`src/rtl/j_slatchf_pkg.sv`:
```
// Shared constants and helpers for the j_slatchf FIFO and its storage word.
package j_slatchf_pkg;

    localparam int WIDTH_DEF = 16;
    localparam int DEPTH_DEF = 4;

    // Ceiling log2, usable in parameter expressions.
    function automatic int log2(input int n);
        int r;
        r = 0;
        for (int k = 0; k < 32; k++) begin
            if ((1 << r) < n) r = r + 1;
        end
        return r;
    endfunction

endpackage

```
`src/rtl/j_slatchw.sv`:
```
// One WIDTH-bit storage word: holds, loads on en, clears synchronously on clrl=0.
module j_slatchw #(
    parameter int WIDTH = 16
) (
    input  logic             sys_clk,
    input  logic             resetl,
    input  logic             clrl,
    input  logic             en,
    input  logic [WIDTH-1:0] d,
    output logic [WIDTH-1:0] q
);

    logic [WIDTH-1:0] r_word;

    always_ff @(posedge sys_clk or negedge resetl) begin
        if (!resetl) begin
            r_word <= '0;
        end else if (!clrl) begin
            r_word <= '0;
        end else if (en) begin
            r_word <= d;
        end
    end

    assign q = r_word;

endmodule

```
`src/rtl/j_slatchf.sv`:
```
// Small first-word-fall-through FIFO with registered head output and sticky
// overflow/underflow flags; storage is DEPTH j_slatchw words.
module j_slatchf
    import j_slatchf_pkg::*;
#(
    parameter  int WIDTH = WIDTH_DEF,
    parameter  int DEPTH = DEPTH_DEF,
    localparam int AW    = log2(DEPTH)
) (
    input  logic             sys_clk,
    input  logic             resetl,
    input  logic             clrl,
    input  logic             wr,
    input  logic [WIDTH-1:0] d,
    input  logic             rd,
    output logic [WIDTH-1:0] q,
    output logic             empty,
    output logic             full,
    output logic [AW:0]      cnt,
    output logic             ovf,
    output logic             unf
);

    logic [AW-1:0]    r_wptr;
    logic [AW-1:0]    r_rptr;
    logic [AW:0]      r_cnt;
    logic             r_ovf;
    logic             r_unf;
    logic [WIDTH-1:0] r_q;

    logic             w_empty;
    logic             w_full;
    logic             w_wr_acc;
    logic             w_rd_acc;
    logic [AW-1:0]    w_rptr_nxt;
    logic [AW:0]      w_cnt_nxt;
    logic [WIDTH-1:0] w_head;
    logic [DEPTH-1:0] w_wen;
    logic [WIDTH-1:0] w_mem [DEPTH];

    assign w_empty    = (r_cnt == '0);
    assign w_full     = (r_cnt == (AW+1)'(DEPTH));
    assign w_wr_acc   = wr && (!w_full || rd);
    assign w_rd_acc   = rd && !w_empty;
    assign w_rptr_nxt = w_rd_acc ? r_rptr + AW'(1) : r_rptr;

    always_comb begin
        w_cnt_nxt = r_cnt;
        case ({w_wr_acc, w_rd_acc})
            2'b10:   w_cnt_nxt = r_cnt + (AW+1)'(1);
            2'b01:   w_cnt_nxt = r_cnt - (AW+1)'(1);
            default: w_cnt_nxt = r_cnt;
        endcase
    end

    // Head after this edge: the word being written bypasses storage when it
    // lands at the new read pointer; an emptied FIFO keeps the last popped word.
    always_comb begin
        w_head = w_mem[w_rptr_nxt];
        if (w_wr_acc && (r_wptr == w_rptr_nxt)) begin
            w_head = d;
        end
        if (w_cnt_nxt == '0) begin
            w_head = r_q;
        end
    end

    genvar gi;
    generate
        for (gi = 0; gi < DEPTH; gi++) begin : g_word
            assign w_wen[gi] = w_wr_acc && (r_wptr == AW'(gi));
            j_slatchw #(.WIDTH(WIDTH)) u_word (
                .sys_clk (sys_clk),
                .resetl  (resetl),
                .clrl    (clrl),
                .en      (w_wen[gi]),
                .d       (d),
                .q       (w_mem[gi])
            );
        end
    endgenerate

    always_ff @(posedge sys_clk or negedge resetl) begin
        if (!resetl) begin
            r_wptr <= '0;
            r_rptr <= '0;
            r_cnt  <= '0;
            r_ovf  <= 1'b0;
            r_unf  <= 1'b0;
            r_q    <= '0;
        end else if (!clrl) begin
            r_wptr <= '0;
            r_rptr <= '0;
            r_cnt  <= '0;
            r_ovf  <= 1'b0;
            r_unf  <= 1'b0;
            r_q    <= '0;
        end else begin
            if (w_wr_acc) r_wptr <= r_wptr + AW'(1);
            r_rptr <= w_rptr_nxt;
            r_cnt  <= w_cnt_nxt;
            r_q    <= w_head;
            if (wr && w_full && !rd) r_ovf <= 1'b1;
            if (rd && w_empty)       r_unf <= 1'b1;
        end
    end

    assign q     = r_q;
    assign empty = w_empty;
    assign full  = w_full;
    assign cnt   = r_cnt;
    assign ovf   = r_ovf;
    assign unf   = r_unf;

endmodule

```
`config.mk`:
```
export PLATFORM = sky130hd
export DESIGN_NAME = j_slatchf
export DESIGN_NICKNAME = d
export VERILOG_FILES = /design/src/rtl/j_slatchf_pkg.sv /design/src/rtl/j_slatchw.sv /design/src/rtl/j_slatchf.sv
export SDC_FILE = /design/constraint.sdc
export NUM_CORES = 1
export LEC_CHECK = 0
export BUFFER_PORTS_ARGS = -buffer_cell sky130_fd_sc_hd__buf_4
export CAP_MARGIN = 10
export CORE_ASPECT_RATIO = 2
export CORE_MARGIN = 10
export CORE_UTILIZATION = 35
export DETAILED_ROUTE_END_ITERATION = 12
export MAX_ROUTING_LAYER = met4
export PLACE_DENSITY_LB_ADDON = 0.08
export SYNTH_ARGS = -nofsm -noshare
export SYNTH_HDL_FRONTEND = slang
export SYNTH_SLANG_ARGS = --single-unit
```
`constraint.sdc`:
```
create_clock -name sys_clk -period 10.7 [get_ports sys_clk]
set_clock_uncertainty 0.2 [all_clocks]
set_input_delay 1.605 -clock sys_clk [delete_from_list [all_inputs] [get_ports sys_clk]]
set_output_delay 1.605 -clock sys_clk [all_outputs]
set_load 0.02 [all_outputs]
```
==> metrics.txt <==
worst reg-to-reg setup slack=6.49 ns; Psw=502 uW; gr ovfl total=0; HPWL Detailed=8.72 mm; Avg Cell Area, Syn=8.96 um^2; clk_lat worst skew=0.34 ns; final period utilization=46.9%; DRT Wirelength=13.8 mm; Site Rows=61; clk sinks=89; endpoints failing hold=0; total negative slack=0 ns; number of max-cap violations=0; Final #Nets=588; status=finished clean; drt via density=5.42; Critical Path End Type=flop; hold slack=0.276 ns; detailed-route DRC error count=0; first-pass GRT wire length=23.1 mm; Post-synth EDFFs=0; final setup fails=0; Final Worst Setup Slack=5.68 ns; layout cells sized above 1=13.3%; antenna violations before repair=0; Num CTS Buffers=9; Iteration-0 DRC Markers=154; number of hold buffers added after cts=0; asr flop ratio synth=100%; Reg power frac=36.0%; sequential share of the synthesized area=45.0%; internal power=742 uW; WS Path Type=in2reg; RSZ-0062 raised after global routing=false; critical path arrival=5.02 ns; capturing point of the worst reg2reg path=q[4]$_DFFE_PN0P_; WL/cell=18.3 um; num ports=44; peak fanout along the critical path=53; area of the multi-input gates=0.00247 mm^2; clock power share=23.8%; PnR Total Power=1240 uW; #FFs+latches synth=89; sequential cell area=0.00223 mm^2; Global Route Usage Sum=15.1%; # diodes=0; synthesized area=0.00495 mm^2; Tmin final=5.02 ns; htree depth=3; most common cell after layout, fill and taps aside=dfrtp_1; die height=188 um; FF-to-FF Start=cnt[0]$_DFF_PN0_; Mapped Cells=552; Min-Delay Path Class=reg2reg; Net Sw Frac=40.4%; syn_nets=579; Endpoint, Worst Hold=g_word[1].u_word.q[2]$_DFFE_PN0P_; largest net degree at the start of global routing=73; Pins Over Slew Limit=0; DR pass1 iterations=5; top_reg_cell synth=dfrtp_1; I/O Buffers=43; starting density of the core=35.6%; worst hold path startpoint=g_word[1].u_word.q[2]$_DFFE_PN0P_; via count=4094; Unique masters post-synth=43; placed cell count=739; Die Wd=104 um; Pleak=0.00223 uW; core footprint=0.0139 mm^2; fill count=1431; DRT antenna net count=0; peak supply drop=0.0797 mV; number of synthesis warnings=0; Reg2Reg Depth=12; CTS tree=yes; Setup crit start kind=input pin; vias in the first global route=4102; area delta synth->final=14.6%; largest buffer count on any clock path=2; Crit path required time=10.71 ns; Pwr Density=219 mW/mm^2; Worst Setup Slack post-DPL=5.31 ns; WHS Path Cells=2; CTS Root Cell=clkbuf_16; RePlAce Congestion=0.751; Clk pin slew, worst setup/hold paths=0.06 ns; DIE AREA=0.0196 mm^2; Fmax=199 MHz; Finished Layout Cells=755; Post-CTS Setup Bufs=0; most frequent cells in the layout=89 x dfrtp_1, 87 x nand2_1, 63 x o21ai_0; combinational power share=40.2%; Relative slew margins=33.8%; Least-Margin Pin Slew=0.988 ns; Resized Gates After CTS=0
[how the worst max path moves through the flow]
stage	startpoint	endpoint	slack (ns)	cells after the start
after global placement	rd	q[3]$_DFFE_PN0P_	5.44	13
after global routing	rd	q[7]$_DFFE_PN0P_	5.45	13
after floorplan	rd	q[11]$_DFFE_PN0P_	6.12	14
after detailed placement	rd	q[11]$_DFFE_PN0P_	5.31	13
after CTS	rd	q[4]$_DFFE_PN0P_	5.68	13
final	rd	q[4]$_DFFE_PN0P_	5.68	13
[power by group through the flow]
stage	sequential, uW	combinational (uW)	clock (uW)
floorplan	474	311	0
global placement	453	497	0
detailed placement	455	507	0
CTS	449	509	307
global route	457	553	322
finish	448	500	296
[registers in the layout (all words and copies together), names as in the netlist]
signal / cells
r_rptr: 2
cnt: 3
g_word.u_word.q: 64
r_wptr: 2
q: 16
ovf: 1
unf: 1
[stage by stage]
stage	instance area (um^2)	util, %
after CTS	5670	40.8
final	5670	40.8
after global placement	5390	38.8
after global routing	5670	40.8
after floorplan	4950	-
after detailed placement	5390	38.8
[layer usage]
layer	global-route usage [%]	routed length, um	share of wire, %	up-vias
li1	-	-	-	1998
met1	17.4	5840	42	1987
met5	-	0	0	-
met2	25.2	7020	51	92
met4	7.00	327	2.4	0
met3	2.16	598	4.3	17
[worst max-delay path, cell delays in order]
cell	delay (ns)
buf_4	0.10
o31ai_4	0.06
buf_4	0.29
inv_2	0.73
ha_1	0.32
inv_1	0.06
fa_1	0.37
xor2_1	0.17
o21a_1	0.19
or4b_1	0.51
buf_4	0.30
o2111ai_1	0.16
o211ai_1	0.12
[synthesized netlist by cell type, types with 18 or more instances]
cell type,instances,area share [%]
a21boi_0,18,2.7
clkbuf_1,40,3.0
dfrtp_1,89,45
inv_1,22,1.7
nand2_1,87,6.6
nand3_1,48,4.9
o21ai_0,63,6.4
[final cells by class]
class / count / share of cell area [%]
clock inverter: 2 / 0.221
inverter: 23 / 1.52
sequential: 89 / 39.3
clock buffer: 14 / 4.66
tap: 189 / 4.17
timing repair buffer: 50 / 6.62
multi-input combinational: 388 / 43.5
[kinds of logic after synthesis]
family | count (synthesis) | share of synthesized area (%)
AND/OR/NAND/NOR | 234 | 25.9
AO/OA/AOI/OAI | 127 | 17.2
flip-flops | 89 | 45.0
buffers and inverters | 75 | 6.12
multiplexers | 16 | 3.24
adder cells (fa/ha/maj) | 6 | 1.67
XOR/XNOR | 5 | 0.885
Note: power is estimated with default switching activity, not from simulation.
